$ cat src/rtl/pipe_pkg.sv
// rtl/pipe_pkg.sv - shared types and helpers for the elastic pipeline stage
package pipe_pkg;

    localparam int CNT_W = 2;

    typedef enum logic [1:0] {
        ST_EMPTY = 2'd0,
        ST_ONE   = 2'd1,
        ST_TWO   = 2'd2
    } pipe_state_t;

    function automatic logic [CNT_W-1:0] state_count(pipe_state_t st);
        case (st)
            ST_ONE:  return 2'd1;
            ST_TWO:  return 2'd2;
            default: return 2'd0;
        endcase
    endfunction

endpackage

$ cat src/rtl/pipe_slot.sv
// rtl/pipe_slot.sv - one valid+ctrl+data holding register with load and clear
module pipe_slot #(
    parameter int CTRL_W = 16,
    parameter int DATA_W = 96
) (
    input  logic              clk,
    input  logic              rst,
    input  logic              clear,
    input  logic              load,
    input  logic [CTRL_W-1:0] ld_ctrl,
    input  logic [DATA_W-1:0] ld_data,
    output logic              valid,
    output logic [CTRL_W-1:0] ctrl,
    output logic [DATA_W-1:0] data
);

    // clear beats load so a flush always discards a same-cycle write; data is left stale
    always_ff @(posedge clk) begin
        if (rst) begin
            valid <= 1'b0;
            ctrl  <= '0;
            data  <= '0;
        end else if (clear) begin
            valid <= 1'b0;
            ctrl  <= '0;
        end else if (load) begin
            valid <= 1'b1;
            ctrl  <= ld_ctrl;
            data  <= ld_data;
        end
    end

endmodule

$ cat src/rtl/pipe_stage_elastic.sv
// rtl/pipe_stage_elastic.sv - elastic inter-stage register with flush, bubbles and optional skid
module pipe_stage_elastic
    import pipe_pkg::*;
#(
    parameter int DATA_W = 96,
    parameter int CTRL_W = 16,
    parameter int SKID   = 1
) (
    input  logic              clk,
    input  logic              rst,
    input  logic              flush,
    input  logic              in_valid,
    output logic              in_ready,
    input  logic [CTRL_W-1:0] in_ctrl,
    input  logic [DATA_W-1:0] in_data,
    output logic              out_valid,
    input  logic              out_ready,
    output logic [CTRL_W-1:0] out_ctrl,
    output logic [DATA_W-1:0] out_data,
    output logic [CNT_W-1:0]  count
);

    logic              accept;
    logic              pop;
    logic              main_load;
    logic              main_clear;
    logic              main_valid;
    logic [CTRL_W-1:0] main_ld_ctrl;
    logic [CTRL_W-1:0] main_ctrl;
    logic [DATA_W-1:0] main_ld_data;
    logic [DATA_W-1:0] main_data;

    assign accept    = in_valid & in_ready;
    assign pop       = main_valid & out_ready;
    assign out_valid = main_valid;
    assign out_ctrl  = main_valid ? main_ctrl : '0;
    assign out_data  = main_data;

    pipe_slot #(.CTRL_W(CTRL_W), .DATA_W(DATA_W)) u_main (
        .clk     (clk),
        .rst     (rst),
        .clear   (main_clear),
        .load    (main_load),
        .ld_ctrl (main_ld_ctrl),
        .ld_data (main_ld_data),
        .valid   (main_valid),
        .ctrl    (main_ctrl),
        .data    (main_data)
    );

    generate
        if (SKID != 0) begin : g_skid
            pipe_state_t       state;
            logic              in_ready_q;
            logic              skid_load;
            logic              skid_clear;
            logic              skid_valid;
            logic [CTRL_W-1:0] skid_ctrl;
            logic [DATA_W-1:0] skid_data;

            // the skid slot is only occupied in ST_TWO, so it doubles as the refill source select
            assign main_load    = (state == ST_EMPTY && accept)
                               || (state == ST_ONE && accept && pop)
                               || (state == ST_TWO && pop);
            assign main_clear   = flush || (state == ST_ONE && pop && !accept);
            assign skid_load    = (state == ST_ONE) && accept && !pop;
            assign skid_clear   = flush || (state == ST_TWO && pop);
            assign main_ld_ctrl = skid_valid ? skid_ctrl : in_ctrl;
            assign main_ld_data = skid_valid ? skid_data : in_data;
            assign in_ready     = in_ready_q;
            assign count        = state_count(state);

            pipe_slot #(.CTRL_W(CTRL_W), .DATA_W(DATA_W)) u_skid (
                .clk     (clk),
                .rst     (rst),
                .clear   (skid_clear),
                .load    (skid_load),
                .ld_ctrl (in_ctrl),
                .ld_data (in_data),
                .valid   (skid_valid),
                .ctrl    (skid_ctrl),
                .data    (skid_data)
            );

            // in_ready is registered alongside the state so out_ready never reaches it
            always_ff @(posedge clk) begin
                if (rst || flush) begin
                    state      <= ST_EMPTY;
                    in_ready_q <= 1'b1;
                end else begin
                    case (state)
                        ST_EMPTY: begin
                            if (accept) state <= ST_ONE;
                        end
                        ST_ONE: begin
                            if (accept && !pop) begin
                                state      <= ST_TWO;
                                in_ready_q <= 1'b0;
                            end else if (!accept && pop) begin
                                state <= ST_EMPTY;
                            end
                        end
                        ST_TWO: begin
                            if (pop) begin
                                state      <= ST_ONE;
                                in_ready_q <= 1'b1;
                            end
                        end
                        default: begin
                            state      <= ST_EMPTY;
                            in_ready_q <= 1'b1;
                        end
                    endcase
                end
            end
        end else begin : g_single
            assign main_load    = accept;
            assign main_clear   = flush || (pop && !accept);
            assign main_ld_ctrl = in_ctrl;
            assign main_ld_data = in_data;
            assign in_ready     = !main_valid || out_ready;
            assign count        = CNT_W'(main_valid);
        end
    endgenerate

endmodule

$ cat config.mk
export PLATFORM = sky130hd
export DESIGN_NAME = pipe_stage_elastic
export DESIGN_NICKNAME = d
export VERILOG_FILES = /design/src/rtl/pipe_pkg.sv /design/src/rtl/pipe_slot.sv /design/src/rtl/pipe_stage_elastic.sv
export SDC_FILE = /design/constraint.sdc
export NUM_CORES = 1
export LEC_CHECK = 0
export BUFFER_PORTS_ARGS = -buffer_cell sky130_fd_sc_hd__buf_2
export CAP_MARGIN = 20
export CORE_ASPECT_RATIO = 2
export CORE_MARGIN = 5
export CORE_UTILIZATION = 57
export CTS_CLUSTER_DIAMETER = 100
export DETAILED_ROUTE_END_ITERATION = 10
export HOLD_SLACK_MARGIN = 0.05
export PLACE_DENSITY = 0.84
export SLEW_MARGIN = 5
export SYNTH_ARGS = -nofsm -noshare
export SYNTH_HDL_FRONTEND = slang
export SYNTH_SLANG_ARGS = --single-unit
$ cat constraint.sdc
create_clock -name clk -period 2.85 [get_ports clk]
set_input_delay 0.57 -clock clk [delete_from_list [all_inputs] [get_ports clk]]
set_output_delay 0.57 -clock clk [all_outputs]
set_load 0.005 [all_outputs]
==> metrics.cfg <==
[run_status]
outcome=finished, final reports clean

[critical_path]
reg2reg_from=u_main.valid
worstSetupPathType=flip-flop to flip-flop
reg2reg_to=u_main.data[30]
worstPathCellList=nand4_1 > o221ai_4 > buf_12 > a21oi_1 > a211oi_1
end_kind=flip-flop
critPathLaunchType=flip-flop
path_buf_inv=1
cp.arrival_ns=2.64
crit_required_ns=3.23
crit_fanout=128
reg2reg_slack_ns=0.59
slowest_delay_ns=0.61
r2r_cells=5
cp_top_family=compound AO/OA/AOI/OAI gates
crit_slowest_cell=dfxtp_1

[synthesis]
synth_top_area_share_pct=48.2
ys_warn_count=0
ys_ff_latch=229
yosys-top-cells-area=dfxtp_1 (48%), mux2i_1 (13%), a21oi_1 (10%)
syn_inst=1032
avgSynthCellArea_um2=9.21
netlist_area_um2=9500
syn-num-nets=1149
synth.yosys.seq_area_share_pct=48.2
async_flop_share_pct=0
synth_edf_count=0
synthDistinctLibCells=31
ys.flop_type=dfxtp_1
synth.largest_area_cell=dfxtp_1

[global_route]
gr-total-overflow=0
grt_usage_pct=24.5
antenna_found_initial=2
first_global_vias=8082
grt_max_degree=193
grt_pass1_wl_mm=39.2

[hold_path]
holdCritStartpoint=in_data[39]
holdPathEnd=g_skid.u_skid.data[39]
hold_path_class=input port to flip-flop
holdPathStages=3

[clocking]
cts_root_buf=clkbuf_16
cts_resized=0
cts_made_buffers=20
path_clk_slew_ns=0.07
cts_sinks=229
cts.path.max_buffers=3
postCtsHoldBufs=0
htree_num_levels=1
cts_setup_buffers=0
worstSkewPairLatency_ns=0.49
cts_tree=done

[power]
powerDensity_nw_per_um2=607
leakagePower_nw=4.33
pwr-share-comb_pct=11.5
finalPower_mw=6.89
clkPwrFrac_pct=38.9
worst_ir_drop_vdd_v=0.000518
intPower_mw=5.19
swShare_pct=24.7
power.switching_mw=1.70
p_seq_share_pct=49.7

[timing]
skew_ns=0.0101
fmax_ghz=0.442
rsz0062_at_grt=false
period_share_pct=79.4
finalSetupTns_ns=0
worst_slew_pin_slew_ns=1.01
final-max-slew-violation-count=0
final-hold-violation-count=0
finalCriticalPeriod_ns=2.26
slew_headroom_pct=32.5
setup_viol=0
hold_ws_ns=0.324

[detailed_routing]
wl_mm=24.9
drtIter0Drc=360
drtAntennaViolNets=0
wl_per_cell_um=17.5
vias=8248
vias_per_cell=5.80
drc=0
dr.pass1.iters=4

[floorplan]
start_util_pct=58.1
chipWidth_um=101
rows=66
ios=233
die-area_um2=19500
core_um2=16400
die_h_um=193

[place]
placed_cells=1386
hpwl_mm=15.9
place_congestion=0.899
numPortBuffers=232

[flow_run]
maxCapViolCount=0

[finish]
postLayoutCoreUtil_pct=69.5
drive_above_1_share_pct=26.8
layoutNonFillerInstCount=1422
nets=1321
area_growth_pct=19.6

registers in the layout, indices dropped and copies added, names as in the netlist:
name                 count
u_main.valid             1
u_main.ctrl             16
u_main.data             96
g_skid.u_skid.data      96
g_skid.u_skid.valid      1
g_skid.state             2
g_skid.u_skid.ctrl      16
in_ready                 1
area by class of cell:
| type | count | area (um2) |
|---|---|---|
| Inverter | 1 | 3.75 |
| Antenna cell | 2 | 5.00 |
| Clock inverter | 5 | 30.0 |
| Timing Repair Buffer | 247 | 1380 |
| Sequential cell | 229 | 4590 |
| Clock buffer | 29 | 626 |
| Tap cell | 204 | 255 |
| Fill cell | 1329 | 4990 |
| Multi-Input combinational cell | 705 | 4470 |
cell families (layout without fill, tap and decap cells):
family | Yosys count | in the layout | share of synthesized area (%)
AOI/OAI and AO/OA | 315 | 315 | 21.9
muxes | 128 | 128 | 13.5
other | 0 | 2 | 0
DFF | 229 | 229 | 48.2
buffers and inverters | 98 | 282 | 4.99
and+or+nand+nor | 262 | 262 | 11.4
power groups by stage:
stage,registers [mW],logic (mW),clock network (mW)
after floorplan,3.48,0.463,0
after global placement,3.49,0.762,0
after detailed placement,3.49,0.787,0
after CTS,3.42,0.793,2.73
after global routing,3.43,0.868,2.89
final,3.42,0.789,2.68
metal layers:
metal  GRT usage (%)  wire length [um]
met5               0                 0
met4            12.1              1190
met3            4.02              1530
met2            43.7             13200
met1            27.5              8940
synth_stat cells (2+ instances only):
library cell,instances
mux2i_1,128
buf_1,5
a21oi_1,196
nand4b_1,2
clkbuf_1,46
nand4_1,2
a211oi_2,40
dfxtp_1,229
nand2_1,198
buf_2,33
a211oi_1,72
and2_1,17
buf_6,5
o21ai_0,3
buf_4,7
nor2_1,33
nand3_1,2
metrics by stage:
stage / worst slack, ns / cell area, um2
global placement: 0.727 / 10700
CTS: 0.614 / 11400
floorplan: 1.06 / 9500
finish: 0.586 / 11400
global route: 0.474 / 11400
detailed placement: 0.591 / 10700
worst max-delay path by stage:
stage / start / slack, ns / end / cells past startpoint
floorplan: in_valid / 1.06 / u_main.data[51] / 7
global placement: out_ready / 0.73 / u_main.data[43] / 6
detailed placement: out_ready / 0.59 / u_main.data[30] / 6
CTS: u_main.valid / 0.61 / out_ctrl[5] / 3
global route: u_main.valid / 0.47 / u_main.data[3] / 5
finish: u_main.valid / 0.59 / u_main.data[30] / 5
worst min-delay path, cell delays in order:
cell     delay (ns)
buf_2          0.10
nand2_1        0.05
a21oi_1        0.05
cells in the final DEF (no fill, tap or decap), types with 7 or more instances in the layout:
cell type	instances
a211oi_1	72
a211oi_2	40
mux2i_1	128
clkbuf_16	21
buf_12	8
dfxtp_1	228
buf_4	7
clkbuf_8	7
and2_1	16
nand2_1	198
buf_2	231
nor2_1	33
a21oi_1	196
Note: power is estimated with default switching activity, not from simulation.
